**src/rtl/contador_pkg.sv**
```systemverilog
// rtl/contador_pkg.sv - shared BCD constants and range helper for the date/time field counters
package contador_pkg;

  localparam int BCD_W = 4;
  localparam logic [BCD_W-1:0] BCD_MAX = 4'd9;

  function automatic logic in_range(input int v, input int lo, input int hi);
    return (v >= lo) && (v <= hi);
  endfunction

endpackage

```
**src/rtl/bin2bcd_2dig.sv**
```systemverilog
// rtl/bin2bcd_2dig.sv - combinational binary (0..99) to two BCD digits
module bin2bcd_2dig
  import contador_pkg::*;
#(
  parameter int W = 7
) (
  input  logic [W-1:0]     i_bin,
  output logic [BCD_W-1:0] o_tens,
  output logic [BCD_W-1:0] o_units
);

  // Input is bounded to 0..99 by the counter, so the quotient always fits one digit.
  assign o_tens  = BCD_W'(i_bin / W'(10));
  assign o_units = BCD_W'(i_bin % W'(10));

endmodule

```
**src/rtl/contador_ad_mod_bcd.sv**
```systemverilog
// rtl/contador_ad_mod_bcd.sv - up/down modulo counter with BCD output, runtime limit, load and wrap ticks
module contador_ad_mod_bcd
  import contador_pkg::*;
#(
  parameter int W       = 7,
  parameter int MIN_VAL = 1,
  parameter int MAX_VAL = 12,
  parameter int RST_VAL = 1,
  parameter int USE_LIM = 0
) (
  input  logic             clk,
  input  logic             reset,
  input  logic             enUP,
  input  logic             enDOWN,
  input  logic [W-1:0]     max_lim,
  input  logic             load,
  input  logic [BCD_W-1:0] load_d1,
  input  logic [BCD_W-1:0] load_d0,
  output logic [BCD_W-1:0] digit1,
  output logic [BCD_W-1:0] digit0,
  output logic [W-1:0]     count,
  output logic             carry,
  output logic             borrow,
  output logic             load_err
);

  localparam logic [W-1:0] C_MIN = W'(MIN_VAL);
  localparam logic [W-1:0] C_MAX = W'(MAX_VAL);
  localparam logic [W-1:0] C_RST = W'(RST_VAL);

  logic [W-1:0] r_count;
  logic         r_up_q;
  logic         r_dn_q;
  logic         r_carry;
  logic         r_borrow;
  logic         r_load_err;

  logic [W-1:0] w_lim;
  logic         w_up_tick;
  logic         w_dn_tick;
  logic [7:0]   w_load_val;
  logic         w_load_ok;
  logic [W-1:0] w_count_nxt;
  logic         w_carry_nxt;
  logic         w_borrow_nxt;
  logic         w_load_err_nxt;

  // Runtime limit clamped into the static range so a bad max_lim can never widen it.
  always_comb begin
    w_lim = C_MAX;
    if (USE_LIM != 0) begin
      if (max_lim < C_MIN)
        w_lim = C_MIN;
      else if (max_lim > C_MAX)
        w_lim = C_MAX;
      else
        w_lim = max_lim;
    end
  end

  assign w_up_tick  = enUP & ~r_up_q;
  assign w_dn_tick  = enDOWN & ~r_dn_q;
  assign w_load_val = ({4'd0, load_d1} * 8'd10) + {4'd0, load_d0};
  assign w_load_ok  = (load_d1 <= BCD_MAX) && (load_d0 <= BCD_MAX) &&
                      in_range(int'(w_load_val), MIN_VAL, int'(w_lim));

  always_comb begin
    w_count_nxt    = r_count;
    w_carry_nxt    = 1'b0;
    w_borrow_nxt   = 1'b0;
    w_load_err_nxt = 1'b0;
    if (load) begin
      if (w_load_ok)
        w_count_nxt = W'(w_load_val);
      else
        w_load_err_nxt = 1'b1;
    end else if (w_up_tick && w_dn_tick) begin
      w_count_nxt = r_count;
    end else if (w_up_tick) begin
      if (r_count >= w_lim) begin
        w_count_nxt = C_MIN;
        w_carry_nxt = 1'b1;
      end else begin
        w_count_nxt = r_count + W'(1);
      end
    end else if (w_dn_tick) begin
      if (r_count == C_MIN) begin
        w_count_nxt  = w_lim;
        w_borrow_nxt = 1'b1;
      end else begin
        w_count_nxt = r_count - W'(1);
      end
    end else if (r_count > w_lim) begin
      w_count_nxt = w_lim;
    end
  end

  // Edge registers track the lines even in reset so a held button does not step on release.
  always_ff @(posedge clk) begin
    r_up_q <= enUP;
    r_dn_q <= enDOWN;
    if (reset) begin
      r_count    <= C_RST;
      r_carry    <= 1'b0;
      r_borrow   <= 1'b0;
      r_load_err <= 1'b0;
    end else begin
      r_count    <= w_count_nxt;
      r_carry    <= w_carry_nxt;
      r_borrow   <= w_borrow_nxt;
      r_load_err <= w_load_err_nxt;
    end
  end

  bin2bcd_2dig #(
    .W (W)
  ) u_bcd (
    .i_bin   (r_count),
    .o_tens  (digit1),
    .o_units (digit0)
  );

  assign count    = r_count;
  assign carry    = r_carry;
  assign borrow   = r_borrow;
  assign load_err = r_load_err;

endmodule

```
**config.mk**
```make
export PLATFORM = sky130hd
export DESIGN_NAME = contador_ad_mod_bcd
export DESIGN_NICKNAME = d
export VERILOG_FILES = /design/src/rtl/contador_pkg.sv /design/src/rtl/bin2bcd_2dig.sv /design/src/rtl/contador_ad_mod_bcd.sv
export SDC_FILE = /design/constraint.sdc
export NUM_CORES = 1
export LEC_CHECK = 0
export ABC_AREA = 1
export BUFFER_PORTS_ARGS = -buffer_cell sky130_fd_sc_hd__buf_2
export CORE_UTILIZATION = 25
export DETAILED_ROUTE_END_ITERATION = 8
export SYNTH_ARGS = -nofsm -noshare
export SYNTH_HDL_FRONTEND = slang
export SYNTH_SLANG_ARGS = --single-unit
```
**constraint.sdc**
```tcl
create_clock -name clk -period 2.8 [get_ports clk]
set_input_delay 0.56 -clock clk [delete_from_list [all_inputs] [get_ports clk]]
set_output_delay 0.56 -clock clk [all_outputs]
set_load 0.02 [all_outputs]
```
==> impl_metrics.yaml <==
routing:
  via_per_inst: 4.61
  drt-total-wl_um: 3960
  ant_nets: 0
  drtIter0Drc: 78
  vias: 1598
  drc_errors: 0
  wl_per_cell_um: 11.4
  dr.pass1.iters: 5
hold_path:
  hold_start: "enUP"
  hold_path_end: "r_up_q$_DFF_P_"
  min_path_type: "primary input to flop"
  hold_depth: 1
synth:
  seq_area_frac_synth_pct: 16.3
  ys_seq_elements: 12
  synth_fp_nets: 260
  syn_avg_cell_area_um2: 6.57
  syn-cell-area_mm2: 0.00148
  syn-instance-count: 225
  synth_warnings: 0
  ys_types: 33
sta:
  fin_ws_ns: 0.0472
  max_slew_margin_pct: 56.0
  worst_clock_skew_ns: 0.00380
  rsz0062_at_grt: "yes"
  setup_violations: 0
  hold_viol_final: 0
  tightestPinTransition_ns: 0.659
  fin_crit_ns: 2.75
  fmax_ghz: 0.363
  slew_violations: 0
  min_period_over_period_pct: 98.3
layout:
  instances_no_fill: 347
  layout_commonest_cell: "nand2_1"
  drive_above_1_share_pct: 38.2
  num_antenna_cells: 0
  mostFrequentLayoutCells: "nand2_1, buf_2, inv_1, buf_4, nand3_1"
  nNetsFinal: 311
  syn_to_final_growth_pct: 38.9
pwr:
  powerDensity_mw_per_mm2: 534
  ir_drop_mv: 0.260
  p_leak_nw: 1.04
grt:
  track_usage_pct: 12.6
  grt_pass1_vias: 1438
  grt_pass1_wl_um: 6440
  overflow: 0
  grt_max_degree: 15
  antenna_found_initial: 0
clock_network:
  cts_buffers: 3
  htreeDepth: 1
  clockBufferDepth: 2
  clk_latency_ns: 0.24
  cts_num_sinks: 12
  clk_pin_slew_ns: 0.06
  cts_tree: "done"
  cts_root_buf: "clkbuf_8"
worst_setup_path:
  critPathMaxFanout: 7
  r2r-start: "count[4]$_SDFFE_PP0P_"
  reg2reg_slack_ns: 0.82
  timing.rr.end: "count[2]$_SDFFE_PP0P_"
  worst-endpoint-arrival_ns: 2.89
  startpoint_type: "primary input"
  setup.worst_path.end_class: "flop"
  critPathRequiredTime_ns: 2.93
  path_class: "primary input to flop"
  r2r_cells: 9
placement:
  preCtsSetupSlack_ns: -0.200
  dp_hpwl_um: 2910
  io_buffers: 30
  gp_congestion: 0.855
  dpl.cell_count: 334
die:
  ioPinCount: 38
  num_rows: 27
  core_mm2: 0.00561
  die_x_um: 78.9
  start_util_pct: 26.3
  die_h_um: 78.9
  die_area_mm2: 0.00622
flow_run:
  cap_viol_max_count: 0
status:
  outcome: "finished, final reports clean"
-- per-layer routing --
metal	up-vias	GRT usage (%)	share of wire (%)
met5	-	0	0
met4	0	2.36	0.88
met1	719	16.7	47
met2	39	21.3	48
li1	836	-	-
met3	4	2.41	3.9
-- timing repair --
action | CTS | global route
hold buffers | 0 | 0
pin swaps | 1 | 17
resized for setup | 5 | 36
endpoints found under the setup margin | 4 | 11
buffers inserted | 1 | 7
gates cloned | 0 | 1
-- final cells by class --
class	count	area [um2]
inverter	32	128
fill	625	3560
tap	72	90.1
clock buffer	4	55.1
sequential	12	249
timing repair buffer	50	324
multi-input combinational	177	1210
-- cell families after synthesis --
| group | after synthesis | share of synthesized area, % |
|---|---|---|
| AND/OR/NAND/NOR | 120 | 41.6 |
| AO/OA/AOI/OAI | 30 | 11.3 |
| flip-flops | 12 | 16.3 |
| adder cells (fa/ha/maj) | 15 | 13.7 |
| XOR/XNOR | 11 | 6.52 |
| buffers and inverters | 37 | 10.7 |
-- registers in the layout (all words and copies together), names as in the netlist --
signal / flops
count: 7
borrow: 1
carry: 1
load_err: 1
r_dn_q: 1
r_up_q: 1
-- cells in the mapped netlist (all sizes together) --
cell	count	area [um2]
o22ai	1	6.26
nand3	29	188
or2	1	6.26
fa	2	40.0
o31ai	1	7.51
o311ai	1	8.76
a21oi	12	63.8
buf	4	28.8
dfxtp	12	240
nor2	19	76.3
nor4	2	12.5
o211ai	1	7.51
inv	32	125
nand4	6	37.5
nand3b	1	7.51
clkbuf	1	3.75
ha	13	163
nand2	61	282
xor2	11	96.3
a21o	1	7.51
nor3	1	5.00
o21ai	13	65.1
-- worst max-delay path by stage --
stage,start,end,slack [ns]
floorplan,count[4]$_SDFFE_PP0P_,digit0[1],0.05
global placement,load_d1[1],count[4]$_SDFFE_PP0P_,-0.18
detailed placement,load_d1[1],count[6]$_SDFFE_PP0P_,-0.20
CTS,count[5]$_SDFFE_PP0P_,digit0[1],0.002
global route,load_d1[3],count[2]$_SDFFE_PP0P_,-0.08
finish,load_d1[3],count[2]$_SDFFE_PP0P_,0.05
-- power breakdown --
part | switching [mW] | internal (mW) | total [mW]
sequential | 0.0215 | 0.188 | 0.209
combinational | 0.411 | 0.283 | 0.694
clock | 0.0688 | 0.124 | 0.193
-- stage by stage --
step | cell area (um2) | power (mW) | setup TNS (ns) | hold WS (ns) | util [%]
after floorplan | 1480 | 0.643 | 0 | 0.536 | -
after global placement | 1780 | 0.796 | -1.18 | 0.538 | 31.7
after detailed placement | 1780 | 0.800 | -1.32 | 0.558 | 31.7
after CTS | 1840 | 0.999 | 0 | 0.435 | 32.9
after global routing | 2050 | 1.19 | -0.516 | 0.431 | 36.6
final | 2050 | 1.10 | 0 | 0.439 | 36.6
-- critical path: stages --
cell	delay, ns
buf_6	0.10
ha_4	0.24
ha_4	0.16
fa_1	0.55
nand2_1	0.09
a21oi_2	0.14
nand2_1	0.08
xor2_1	0.14
nor2_1	0.14
nand4_1	0.24
nand2_4	0.23
nand3_2	0.08
nand2_2	0.10
nor2_2	0.03
(Power assumes the default switching activity.)
